`config.mk`:
```
export PLATFORM = sky130hd
export DESIGN_NAME = keypad_scanner
export DESIGN_NICKNAME = d
export VERILOG_FILES = /design/src/rtl/keypad_scanner.sv
export SDC_FILE = /design/constraint.sdc
export NUM_CORES = 1
export LEC_CHECK = 0
export CORE_UTILIZATION = 60
export CTS_BUF_LIST = sky130_fd_sc_hd__clkbuf_2 sky130_fd_sc_hd__clkbuf_4 sky130_fd_sc_hd__clkbuf_8
export CTS_CLUSTER_DIAMETER = 100
export DETAILED_ROUTE_END_ITERATION = 12
export GPL_ROUTABILITY_DRIVEN = 0
export PLACE_DENSITY = 0.82
export SETUP_SLACK_MARGIN = 0.15
export SYNTH_ARGS = -nofsm -noshare
export SYNTH_HDL_FRONTEND = slang
export SYNTH_SLANG_ARGS = --single-unit
```
`constraint.sdc`:
```
create_clock -name clk_i -period 5.6 [get_ports clk_i]
set_clock_uncertainty 0.15 [all_clocks]
set_input_delay 1.12 -clock clk_i [delete_from_list [all_inputs] [get_ports clk_i]]
set_output_delay 1.12 -clock clk_i [all_outputs]
set_load 0.005 [all_outputs]
```
`src/rtl/keypad_scanner.sv`:
```
// 4x4 matrix keypad scanner: walks an active-low row strobe, debounces the
// lowest pressed column of the active row, and emits one code pulse per press.
//
// state     | meaning
// S_SCAN    | strobing rows, checking columns once per row period
// S_DEBOUNCE| candidate key found, counting consecutive low samples
// S_HELD    | key accepted, waiting for the column to go high
// S_RELEASE | counting consecutive high samples before resuming the scan
module keypad_scanner #(
    parameter int SCAN_DIV        = 1000,
    parameter int DEBOUNCE_CYCLES = 20000
) (
    input  logic       clk_i,
    input  logic       rst_ni,
    input  logic [3:0] col_n_i,
    output logic [3:0] row_n_o,
    output logic [3:0] key_code_o,
    output logic       key_valid_o,
    output logic       key_is_digit_o
);

    localparam int MAX_P = (SCAN_DIV > DEBOUNCE_CYCLES) ? SCAN_DIV : DEBOUNCE_CYCLES;
    localparam int CW    = $clog2(MAX_P + 1);

    localparam logic [CW-1:0] DIV_LAST = CW'(SCAN_DIV - 1);
    localparam logic [CW-1:0] DEB_LAST = CW'(DEBOUNCE_CYCLES - 1);

    localparam logic [1:0] S_SCAN     = 2'd0;
    localparam logic [1:0] S_DEBOUNCE = 2'd1;
    localparam logic [1:0] S_HELD     = 2'd2;
    localparam logic [1:0] S_RELEASE  = 2'd3;

    logic [3:0]    col_meta_q, col_sync_q;
    logic [1:0]    state_q, state_d;
    logic [1:0]    row_q, row_d;
    logic [1:0]    col_q, col_d;
    logic [CW-1:0] cnt_q, cnt_d;
    logic [3:0]    code_q, code_d;
    logic          digit_q, digit_d;
    logic          valid_q, valid_d;
    logic          col_low;
    logic [3:0]    mapped_code;

    function automatic logic [1:0] lowest_low(input logic [3:0] c);
        if (!c[0])      return 2'd0;
        else if (!c[1]) return 2'd1;
        else if (!c[2]) return 2'd2;
        else            return 2'd3;
    endfunction

    function automatic logic [3:0] key_map(input logic [1:0] r, input logic [1:0] c);
        case ({r, c})
            4'd0:    return 4'h1;
            4'd1:    return 4'h2;
            4'd2:    return 4'h3;
            4'd3:    return 4'hA;
            4'd4:    return 4'h4;
            4'd5:    return 4'h5;
            4'd6:    return 4'h6;
            4'd7:    return 4'hB;
            4'd8:    return 4'h7;
            4'd9:    return 4'h8;
            4'd10:   return 4'h9;
            4'd11:   return 4'hC;
            4'd12:   return 4'hE;
            4'd13:   return 4'h0;
            4'd14:   return 4'hF;
            default: return 4'hD;
        endcase
    endfunction

    always_ff @(posedge clk_i or negedge rst_ni) begin
        if (!rst_ni) begin
            col_meta_q <= 4'hF;
            col_sync_q <= 4'hF;
        end else begin
            col_meta_q <= col_n_i;
            col_sync_q <= col_meta_q;
        end
    end

    assign col_low     = ~col_sync_q[col_q];
    assign mapped_code = key_map(row_q, col_q);

    always_comb begin
        state_d = state_q;
        row_d   = row_q;
        col_d   = col_q;
        cnt_d   = cnt_q;
        code_d  = code_q;
        digit_d = digit_q;
        valid_d = 1'b0;
        case (state_q)
            S_SCAN: begin
                if (cnt_q == DIV_LAST) begin
                    cnt_d = '0;
                    if (col_sync_q == 4'hF) begin
                        row_d = row_q + 2'd1;
                    end else begin
                        col_d   = lowest_low(col_sync_q);
                        state_d = S_DEBOUNCE;
                    end
                end else begin
                    cnt_d = cnt_q + CW'(1);
                end
            end
            S_DEBOUNCE: begin
                if (col_low) begin
                    if (cnt_q == DEB_LAST) begin
                        cnt_d   = '0;
                        code_d  = mapped_code;
                        digit_d = (mapped_code <= 4'd9);
                        valid_d = 1'b1;
                        state_d = S_HELD;
                    end else begin
                        cnt_d = cnt_q + CW'(1);
                    end
                end else begin
                    // bounce: retry the same row from the start of its period
                    cnt_d   = '0;
                    state_d = S_SCAN;
                end
            end
            S_HELD: begin
                if (!col_low) begin
                    cnt_d   = '0;
                    state_d = S_RELEASE;
                end
            end
            S_RELEASE: begin
                if (col_low) begin
                    cnt_d   = '0;
                    state_d = S_HELD;
                end else if (cnt_q == DEB_LAST) begin
                    cnt_d   = '0;
                    row_d   = row_q + 2'd1;
                    state_d = S_SCAN;
                end else begin
                    cnt_d = cnt_q + CW'(1);
                end
            end
            default: begin
                cnt_d   = '0;
                state_d = S_SCAN;
            end
        endcase
    end

    always_ff @(posedge clk_i or negedge rst_ni) begin
        if (!rst_ni) begin
            state_q <= S_SCAN;
            row_q   <= 2'd0;
            col_q   <= 2'd0;
            cnt_q   <= '0;
            code_q  <= 4'h0;
            digit_q <= 1'b1;
            valid_q <= 1'b0;
        end else begin
            state_q <= state_d;
            row_q   <= row_d;
            col_q   <= col_d;
            cnt_q   <= cnt_d;
            code_q  <= code_d;
            digit_q <= digit_d;
            valid_q <= valid_d;
        end
    end

    assign row_n_o        = ~(4'b0001 << row_q);
    assign key_code_o     = code_q;
    assign key_valid_o    = valid_q;
    assign key_is_digit_o = digit_q;

endmodule
```
Word level (Yosys, flattened, before mapping):

Memory sizes are Yosys's and may differ from the RTL's.
Cells that the tools add are included.

* bits in read-only memories: 64
* input port bits: 6
* flip-flop bits (word level): 35
* output and inout bits: 10
* memories: 1

* shift-type cells: 1
* multiplexer cells: 27
* order comparisons: 2
* bitwise operators: 3
* add/sub/neg operators: 2
* eq/ne operators: 14
* reduce and logical (&&, ||, !) cells: 6

Memory list
* (name not given): words 16, width 4, rd ports 1, clocked after Yosys merged registers in 0, wr ports 0, RTL line 52 `case ({r, c})`

Operators with widths (number)
* $mux W15: 5
* $pmux W15 S4: 1
* $mux W2: 13
* $add A15 B1 Y15 const B: 1
* $eq A15 B10 Y1 const B: 1
* $eq A15 B15 Y1 const B: 1
* $ne A2 B2 Y1 const B: 6
* $reduce_and A5 Y1: 2
* $pmux W2 S4: 1
* $ne A3 B3 Y1 const B: 2
* $reduce_and A3 Y1: 2
* $mux W1: 5
* $eq A2 B2 Y1 const B: 2
* $eq A4 B4 Y1 const B: 1
* $le A4 B4 Y1 const B: 1
* $not A4 Y4: 1
* $pmux W2 S2: 1
* $shl A1 B2 Y4 const A: 1
* $lt A2 B3 Y1 const B: 1
* $add A2 B1 Y2 const B: 1
* $bmux W1 S2: 1
* $eq A2 B1 Y1 const B: 1
* $logic_not A2 Y1: 1
* $not A1 Y1: 2
* $reduce_bool A2 Y1: 1

Logic depth before layout (Yosys ltp):

* depth in word-level cells: 4
* gate-level depth with buffers: 8
* gate-level depth less buffers: 7

Worst setup path after synthesis:

Ideal clock, no wire load.

* path type: register -> register
* from: register cnt_q[0]
* to: register code_q[0] (netlist: key_code_o[0])
* path slack: 3439 ps
* path buffers: 1
* arrival time: 1886 ps
* cell stages (with the launch flop): 8
* period minus slack after synthesis: 2161 ps
* path through: dfrtp_1 -> ha_1 -> and4_4 -> and4_4 -> nand2_2 -> or3_1 -> buf_6 -> mux2_4

* longest elaborated chain between the ends: 2

Ends and longest elaborated chain
* start, declared: RTL line 37 `logic [CW-1:0] cnt_q, cnt_d;`
* start signal, assigned: RTL line 162 `cnt_q <= cnt_d;`
* $eq A15 B15 Y1: RTL line 109 `if (cnt_q == DEB_LAST) begin`
* $reduce_and A3 Y1 (no source line)
* end signal, assigned: RTL line 163 `code_q <= code_d;`
* end, declared: RTL line 38 `logic [3:0] code_q, code_d;`

Every way passes these cells.
A chain may end at the register's enable or synchronous reset.

Final worst setup path:

* from: register row_q[1]
* to: output port row_n_o[0]

* longest elaborated chain between the ends: 2

Ends and longest elaborated chain
* start, declared: RTL line 35 `logic [1:0] row_q, row_d;`
* start signal, assigned: RTL line 160 `row_q <= row_d;`
* $shl A1 B2 Y4: RTL line 169 `assign row_n_o = ~(4'b0001 << row_q);`
* $not A4 Y4: RTL line 169
* end, declared: RTL line 16 `output logic [3:0] row_n_o,`

Every way passes these cells.

==> metrics.md <==
| Metric | Value |
|---|---|
| Pwr/cell area | `211 mW/mm²` |
| #FFs+latches synth | `35` |
| # fillers | `between 200 and 250` |
| PostCTS Resize Cnt | `0` |
| CP startpoint kind | `flip-flop` |
| Most frequent cells in the layout | `dfrtp_1 (26), nor2_1 (16), nand2_1 (15), clkdlybuf4s50_1 (15), inv_1 (13)` |
| Final Hold Viols | `0` |
| Net Sw Power | `93.6 µW` |
| Drt drc | `0` |
| RR Endpoint | `cnt_q[5]` |
| Worst Hold Path EP | `col_sync_q[3]` |
| Antenna Violating Nets Remaining | `0` |
| Clock sinks | `35` |
| I/O Buffers | `15` |
| Critical Path Sink Type | `primary output` |
| Worst R2R Setup Slack | `2620 ps` |
| Achievable clock frequency | `between 300 and 400 MHz` |
| Crit path time final | `3090 ps` |
| Clk pwr share | `around 41%` |
| Crit Path Category | `flip-flop to primary output` |
| Chip height | `59.2 µm` |
| CP cell instances | `inv_1 > ha_1 > inv_1 > clkdlybuf4s50_1` |
| Cells on Worst Hold Path | `0` |
| TritonCTS clock tree | `built` |
| Avg WL per Cell | `around 14 µm` |
| FF-to-FF path depth | `5` |
| Gate Count Post-Synth | `approximately 190` |
| Worst min path class | `flip-flop to flip-flop` |
| Max-cap viol count | `0` |
| Final setup fails | `0` |
| EDFF count, synth | `0` |
| Clk_lat worst skew | `around 350 ps` |
| Aggregate global-route resource usage | `about a quarter` |
| Die area | `between 0.003 and 0.004 mm²` |
| Slew @ Worst Pin | `around 1200 ps` |
| Final nets | `219` |
| Via density | `5.88` |
| Logic pwr share | `approximately 2.8%` |
| Yosys cell types | `47` |
| YS warnings | `0` |
| # Post-CTS Setup Buffers | `0` |
| Commonest non-fill, non-tap cell in the layout | `dfrtp_1` |
| Critical Path RT | `between 4000 and 5000 ps` |
| Number of global-route vias before repair | `between 1000 and 1500` |
| CTS Buf Count | `5` |
| CTS clk-pin slew, worst paths | `around 100 ps` |
| Status | `complete, no violations` |
| Setup TNS | `0 ps` |
| Leakage | `approximately 0.00091 µW` |
| Synth Flop Type | `dfrtp_1` |
| Relative slew slack | `between 20% and 30%` |
| Register share of total power | `approximately 56%` |
| Num rows | `20` |
| Syn Nets | `204` |
| Routed wire length | `~3600 µm` |
| IO Pins | `16` |
| First-pass GRT wire length | `6190 µm` |
| P_int | `between 300 and 400 µW` |
| Max Slew Vio Count | `0` |
| Power Total | `roughly 460 µW` |
| H-Tree Depth | `2` |
| RSZ-0062 raised after global routing | `no` |
| Area Growth Syn to Fin | `11.6%` |
| Launch point of the worst reg-to-reg path | `col_q[0]` |
| Die width | `just under 60 µm` |
| Root buf cell | `clkbuf_4` |
| Final period utilization | `a little under three fifths` |
| Hold buffer count at CTS | `0` |
| Initial antenna violation count | `0` |
| Slowest-stage cell, CP | `dfrtp_1` |
| Cell Area, Synth | `between 0.0015 and 0.002 mm²` |
| Peak supply drop | `between 0.2 and 0.25 mV` |
| Largest net degree at the start of global routing | `36` |
| GRT overflow | `0` |
| CP arrival | `between 1500 and 2000 ps` |
| # diodes | `0` |
| Starting Density | `a little under two thirds` |
| Share of cells above drive strength 1 | `around 17%` |
| Crit-path max cell delay | `just under 600 ps` |
| CP most frequent cell | `inv_1` |
| Worst hold start | `col_meta_q[3]` |
| Area of the core | `around 0.0031 mm²` |
| Vias | `between 1000 and 1500` |
| Sw frac | `roughly a fifth` |
| DRT iter0 DRCs | `54` |
| First-pass iteration count of the detailed router | `4` |
| Max FO, Critical Path | `11` |
| Post-Syn Area per Cell | `between 10 and 15 µm²` |
| FFs w/ async S/R, synth | `100%` |
| Clock Tree Buf Depth | `2` |
| Final HPWL DP | `2590 µm` |
| Seq/Total Area, Yosys | `45.2%` |
metrics by stage:
step | setup WS [ps] | std cells | hold slack [ps] | utilization [%] | instance area, µm²
detailed placement | 2670 | 240 | 197 | 68.3 | 2100
global placement | 2810 | 240 | 196 | 68.3 | 2100
floorplan | 3440 | 188 | 195 | - | 1960
finish | 2510 | 248 | 210 | 71.1 | 2190
CTS | 2500 | 248 | 212 | 71.1 | 2190
global route | 2380 | 248 | 215 | 71.1 | 2190
state kept, by name, indices dropped and copies added (netlist names), named ones only:
register / flops
state_q: 1
key_valid_o: 1
row_q: 2
col_meta_q: 4
cnt_q: 15
col_q: 2
key_code_o: 4
key_is_digit_o: 1
col_sync_q: 4
synth_stat cells (2+ instances only):
cell        n  area [µm²]
mux2_2      2        22.5
nor3b_1     3        22.5
o22ai_1     3        18.8
nand4_1     2        12.5
mux2_4      5        75.1
buf_6       5        56.3
nand3_1     6        30.0
nor3_1      8        40.0
o21bai_1    3        22.5
and4_1      2        17.5
a211oi_1    3        22.5
dfrtp_1    26         651
xnor2_1     7        61.3
xor2_1      2        17.5
o2111ai_1   2        17.5
o211ai_1    2        15.0
nor2_1     16        60.1
nand2_1    15        56.3
a21oi_1     7        35.0
ha_1       10         125
mux2i_1     3        30.0
and4_4      2        22.5
dfstp_2     9         236
o31ai_1     2        15.0
inv_1      13        48.8
o21ai_0     9        45.0
worst max-delay path, delay by kind of cell (launching register included):
| family | cells | cell delay [ps] |
|---|---|---|
| fa+ha+maj | 1 | 210 |
| flops | 1 | 580 |
| buf+inv | 3 | 690 |
layout make-up:
cell class,count,area [µm²],area share (%)
clock inverter,2,35.0,1.60
inverter,13,48.8,2.23
tap,44,55.1,2.52
timing repair buffer,17,165,7.55
sequential,35,887,40.6
multi-input combinational,131,945,43.2
clock buffer,6,51.3,2.35
how the worst max path moves through the flow:
stage	slack [ps]	depth (start not counted)	from	to
final	2510	4	row_q[1]	row_n_o[0]
after global routing	2380	4	row_q[1]	row_n_o[1]
after CTS	2500	4	row_q[1]	row_n_o[0]
after detailed placement	2670	5	col_q[0]	cnt_q[5]
after global placement	2810	5	col_q[0]	cnt_q[5]
after floorplan	3440	7	cnt_q[0]	key_code_o[0]
power by group through the flow:
stage,combinational (µW),clock [µW],sequential [µW]
floorplan,4.74,0,264
global placement,13.0,0,264
detailed placement,13.4,0,264
CTS,13.4,195,260
global route,14.9,205,260
finish,12.9,189,260
kinds of logic (layout without fill, tap and decap cells):
logic type               after synthesis  after routing  share of synthesized area (%)
XOR/XNOR                               9              9                           4.02
flip-flops                            35             35                           45.2
adder cells (fa/ha/maj)               10             10                           6.38
multiplexers                          11             11                           7.66
AO/OA/AOI/OAI                         36             36                           12.2
buffers and inverters                 22             38                           6.57
AND/OR/NAND/NOR                       65             65                           17.9
layer usage:
layer	track usage (%)	vias up	part of all wire (%)
met5	0	-	0
met4	14.6	0	2.6
met3	5.02	11	6.3
met2	36.7	58	47
met1	32.9	695	44
li1	-	695	-
No activity file was read; power rests on OpenSTA's default activity.
